`config.mk`:
```
export PLATFORM = sky130hd
export DESIGN_NAME = fifo_uart_tx
export DESIGN_NICKNAME = d
export VERILOG_FILES = /design/src/rtl/fifo_uart_tx.sv
export SDC_FILE = /design/constraint.sdc
export NUM_CORES = 1
export LEC_CHECK = 0
export ABC_CLOCK_PERIOD_IN_PS = 2200
export BUFFER_PORTS_ARGS = -buffer_cell sky130_fd_sc_hd__buf_2
export CAP_MARGIN = 0
export CELL_PAD_IN_SITES_DETAIL_PLACEMENT = 0
export CELL_PAD_IN_SITES_GLOBAL_PLACEMENT = 1
export CORE_MARGIN = 2
export CORE_UTILIZATION = 45
export DETAILED_ROUTE_END_ITERATION = 12
export GPL_TIMING_DRIVEN = 0
export PLACE_DENSITY_LB_ADDON = 0.1
export SETUP_SLACK_MARGIN = 0.1
export SLEW_MARGIN = 10
export SYNTH_ARGS = -nofsm -noshare
export SYNTH_HDL_FRONTEND = slang
export SYNTH_SLANG_ARGS = --single-unit
```
`constraint.sdc`:
```
create_clock -name sys_clk -period 2.2 [get_ports sys_clk]
set_input_delay 0.11 -clock sys_clk [delete_from_list [all_inputs] [get_ports sys_clk]]
set_output_delay 0.11 -clock sys_clk [all_outputs]
set_load 0.03 [all_outputs]
```
`src/rtl/fifo_uart_tx.sv`:
```
// Drains a registered-read byte FIFO and serialises each word as an 8N1 UART frame.
// Every output is a flop; the read strobe is exactly one cycle per frame.
module fifo_uart_tx #(
    parameter int unsigned CLK_HZ = 100_000_000,
    parameter int unsigned BAUD   = 115200,
    parameter int unsigned WIDTH  = 8
) (
    input  logic             sys_clk,
    input  logic             rst_n,
    input  logic             EN,
    input  logic             fifo_empty,
    input  logic [WIDTH-1:0] fifo_data,
    output logic             fifo_rd,
    output logic             tx,
    output logic             busy,
    output logic             byte_done
);

    localparam int unsigned CLKS_PER_BIT = CLK_HZ / BAUD;
    localparam int unsigned CNT_W = (CLKS_PER_BIT > 1) ? $clog2(CLKS_PER_BIT) : 1;
    localparam int unsigned IDX_W = (WIDTH > 1) ? $clog2(WIDTH) : 1;
    localparam logic [CNT_W-1:0] CNT_LAST = CNT_W'(CLKS_PER_BIT - 1);
    localparam logic [IDX_W-1:0] IDX_LAST = IDX_W'(WIDTH - 1);

    typedef enum logic [2:0] {
        StIdle,
        StRdWait,
        StLoad,
        StStart,
        StData,
        StStop
    } state_e;

    state_e             state_q, state_d;
    logic [CNT_W-1:0]   cnt_q, cnt_d;
    logic [IDX_W-1:0]   idx_q, idx_d;
    logic [WIDTH-1:0]   shift_q, shift_d;
    logic               tx_q, tx_d;
    logic               fifo_rd_q, fifo_rd_d;
    logic               busy_q, busy_d;
    logic               byte_done_q, byte_done_d;
    logic               bit_end;

    assign bit_end = (cnt_q == CNT_LAST);

    always_comb begin
        state_d     = state_q;
        cnt_d       = cnt_q;
        idx_d       = idx_q;
        shift_d     = shift_q;
        tx_d        = tx_q;
        fifo_rd_d   = 1'b0;
        busy_d      = busy_q;
        byte_done_d = 1'b0;

        unique case (state_q)
            StIdle: begin
                tx_d = 1'b1;
                if (EN && !fifo_empty) begin
                    fifo_rd_d = 1'b1;
                    busy_d    = 1'b1;
                    state_d   = StRdWait;
                end
            end
            // FIFO samples the strobe on this edge; its data is valid one cycle later.
            StRdWait: begin
                state_d = StLoad;
            end
            StLoad: begin
                shift_d = fifo_data;
                tx_d    = 1'b0;
                cnt_d   = '0;
                state_d = StStart;
            end
            StStart: begin
                if (bit_end) begin
                    cnt_d   = '0;
                    idx_d   = '0;
                    tx_d    = shift_q[0];
                    state_d = StData;
                end else begin
                    cnt_d = cnt_q + CNT_W'(1);
                end
            end
            StData: begin
                if (bit_end) begin
                    cnt_d = '0;
                    if (idx_q == IDX_LAST) begin
                        idx_d   = '0;
                        tx_d    = 1'b1;
                        state_d = StStop;
                    end else begin
                        shift_d = shift_q >> 1;
                        tx_d    = shift_d[0];
                        idx_d   = idx_q + IDX_W'(1);
                    end
                end else begin
                    cnt_d = cnt_q + CNT_W'(1);
                end
            end
            StStop: begin
                if (bit_end) begin
                    cnt_d       = '0;
                    byte_done_d = 1'b1;
                    busy_d      = 1'b0;
                    state_d     = StIdle;
                end else begin
                    cnt_d = cnt_q + CNT_W'(1);
                end
            end
            default: begin
                state_d = StIdle;
                tx_d    = 1'b1;
                busy_d  = 1'b0;
                cnt_d   = '0;
                idx_d   = '0;
            end
        endcase
    end

    always_ff @(posedge sys_clk or negedge rst_n) begin
        if (!rst_n) begin
            state_q     <= StIdle;
            cnt_q       <= '0;
            idx_q       <= '0;
            shift_q     <= '0;
            tx_q        <= 1'b1;
            fifo_rd_q   <= 1'b0;
            busy_q      <= 1'b0;
            byte_done_q <= 1'b0;
        end else begin
            state_q     <= state_d;
            cnt_q       <= cnt_d;
            idx_q       <= idx_d;
            shift_q     <= shift_d;
            tx_q        <= tx_d;
            fifo_rd_q   <= fifo_rd_d;
            busy_q      <= busy_d;
            byte_done_q <= byte_done_d;
        end
    end

    assign fifo_rd   = fifo_rd_q;
    assign tx        = tx_q;
    assign busy      = busy_q;
    assign byte_done = byte_done_q;

endmodule

```
==> results_dict.tcl <==
set metrics [dict create \
    p_sw_mw 0.406 \
    power_frac_comb_pct 24.5 \
    hold_viol 0 \
    vias_per_cell 5.23 \
    synthTopCellsByCount "27 x dfrtp_1, 15 x mux2_2, 15 x nor2_1" \
    root_buffer "clkbuf_4" \
    stdcell_area_mm2 0.00172 \
    drtIter0Drc 48 \
    worst_pin_slew_ns 0.620 \
    p_leak_nw 0.774 \
    worstPathArrival_ns 2.28 \
    num_io_pins 16 \
    grt_pass1_wl_um 4780 \
    worst_setup_path_start_kind "flop" \
    fin_util_pct 55.7 \
    dr.pass1.iters 4 \
    cts_tree "yes" \
    p_clk_share_pct 24.4 \
    peakVddDrop_mv 0.335 \
    period_share_pct 93.0 \
    grt-ovfl-total 0 \
    area_delta_synth_final_pct 16.5 \
    clkLatencyLatePin_ns 0.33 \
    synthTopCellsByArea "dfrtp_1 46%, mux2_2 11%, nor2_1 3.8%, xnor2_1 3.0%, nor3_1 2.7%" \
    wire_per_inst_um 13.6 \
    ys_types 39 \
    grt_max_degree 29 \
    skew_ns 0.0113 \
    synth_ff_type "dfrtp_1" \
    setup_tns_ns 0 \
    cts.sinks 28 \
    placed_area_mm2 0.00160 \
    criticalPathCategory "reg -> reg" \
    clk_pin_slew_worst_paths_ns 0.16 \
    antenna_left 0 \
    synthCells 138 \
    dieArea_mm2 0.00375 \
    async_flop_share_pct 100 \
    num_rows 20 \
    power_density_mw_per_mm2 810 \
    drive_gt1_share_pct 31.3 \
    max_stage_delay_ns 0.43 \
    syn_nets 153 \
    instances_no_fill 207 \
    cp_max_fo 8 \
    power.share.sequential_pct 51.0 \
    status "completed" \
    core-area_mm2 0.00308 \
    die_h_um 61.2 \
    yosys_warnings 0 \
    cp.required_ns 2.44 \
    vias 1083 \
    grt_pass1_vias 1063 \
    syn_area_per_cell_um2 10.7 \
    n_antenna_cell 0 \
    synth_edf_count 0 \
    yosysTopAreaCell "dfrtp_1" \
    synth_area_mm2 0.00147 \
    synth-seq-cells 28 \
    dp_cells 197 \
    groute.usage.overall_pct 17.1 \
    max_freq_mhz 489 \
    start_util_pct 47.8 \
    setup_viol 0 \
    crit_path_end_kind "flop" \
    nNetsFinal 179 \
    cts.htree.levels 1 \
    cts_inserted_buffers 3 \
    fill_cells 296 \
    finalCriticalPeriod_ns 2.05 \
    synth.most_common_cell "dfrtp_1" \
    drc_errors 0 \
    slew-limit-headroom_pct 58.7 \
    p_sw_share_pct 29.2 \
    gp_congestion 0.766 \
    worstPathCellList "ha_1, or3b_4, nor4_1, a22o_1, buf_4, mux2_2" \
    hold_path.class "in -> reg" \
    cts_buffer_depth 2 \
    die_w_um 61.2 \
    io_buffers 15 \
    internal-power_mw 0.983 \
    drv_cap 0 \
    synth-seq-area-share_pct 47.7 \
    hpwl_um 2030 \
    netlist.area_leader.share_pct 45.9 \
    wirelength_um 2810 \
    slew_violations 0 \
    antenna_found_initial 0 \
    crit_path_top_delay_cell "dfrtp_1" \
    rsz0062_at_grt "no" \
]
## registers in the layout, indices dropped and copies added (netlist names)
| name | cells |
|---|---|
| tx | 1 |
| cnt_q | 10 |
| state_q | 3 |
| byte_done | 1 |
| idx_q | 3 |
| fifo_rd | 1 |
| shift_q | 8 |
| busy | 1 |
## power groups by stage
stage	clock (mW)	combinational, mW	sequential [mW]
detailed placement	0	0.286	0.717
global placement	0	0.280	0.713
CTS	0.351	0.293	0.710
finish	0.340	0.341	0.709
global route	0.375	0.386	0.722
floorplan	0	0.222	0.697
## path summary, 6_finish.rpt
check                      startpoint    endpoint  slack [ns]  depth (start not counted)
max                          cnt_q[1]  shift_q[3]        0.15                          6
min                        fifo_empty  state_q[0]        0.08                          4
max reg2reg                  cnt_q[1]  shift_q[3]        0.15                          6
min reg2reg                  idx_q[2]    idx_q[2]        0.52                          1
max in group asynchronous       rst_n    cnt_q[0]        1.46                          2
min in group asynchronous       rst_n  shift_q[0]        0.30                          2
## layer usage
| metal | wire (µm) | GRT usage, % |
|---|---|---|
| met1 | 1330 | 22.8 |
| met2 | 1370 | 28.4 |
| met3 | 99 | 2.52 |
| met4 | 15 | 5.90 |
| met5 | 0 | 0 |
## stage by stage
stage          power, mW  worst slack (ns)  hold WS [ns]
2_1_floorplan      0.920             0.293        -0.186
3_3_place_gp       0.993             0.109         0.155
3_5_place_dp        1.00            0.0856         0.163
4_1_cts             1.35             0.150        0.0715
5_1_grt             1.48            0.0943        0.0747
6_report            1.39             0.154        0.0763
## layout make-up
type	count	area (µm²)	share of cell area (%)
clock buffer	3	22.5	1.31
clock inverter	1	30.0	1.75
timing repair buffer	21	125	7.29
tap	44	55.1	3.21
buffer	6	46.3	2.70
multi-input combinational	98	711	41.4
inverter	6	22.5	1.31
sequential	28	703	41.0
## critical path: cells and delay by family, from the launching register on
| family | cells | cell delay, ns |
|---|---|---|
| adder cells (fa/ha/maj) | 1 | 0.23 |
| buffers and inverters | 1 | 0.17 |
| multiplexers | 1 | 0.34 |
| AND/OR/NAND/NOR | 2 | 0.62 |
| AO/OA/AOI/OAI | 1 | 0.17 |
| flip-flops | 1 | 0.43 |
## repair_timing
action,in CTS,in global routing
buffers inserted,0,4
hold buffers,2,0
endpoints found under the hold margin,28,0
endpoints found under the setup margin,7,10
gates resized for setup,2,1
## cells in the final DEF, fill, tap and decap left out, drive strengths merged, types with 2 or more instances in the layout
cell type,synthesis,final
xor2,3,3
nand2,6,6
nor4,4,4
a32o,2,2
buf,5,24
nor3,8,8
a21oi,5,5
dlygate4sd3,0,2
nor3b,2,2
nor2,15,15
ha,3,3
nand2b,2,2
a22o,3,3
nand3,3,3
dfrtp,27,27
mux2,15,15
inv,6,6
nand4,2,2
xnor2,5,5
o21ai,6,6
clkbuf,1,4
## kinds of logic after synthesis
family                   synth area share, %
AO/OA/AOI/OAI                           12.0
XOR/XNOR                                4.76
adder cells (fa/ha/maj)                 2.55
buffers and inverters                   4.50
flip-flops                              47.7
multiplexers                            11.5
AND/OR/NAND/NOR                         17.1
Note: power is estimated with default switching activity, not from simulation.
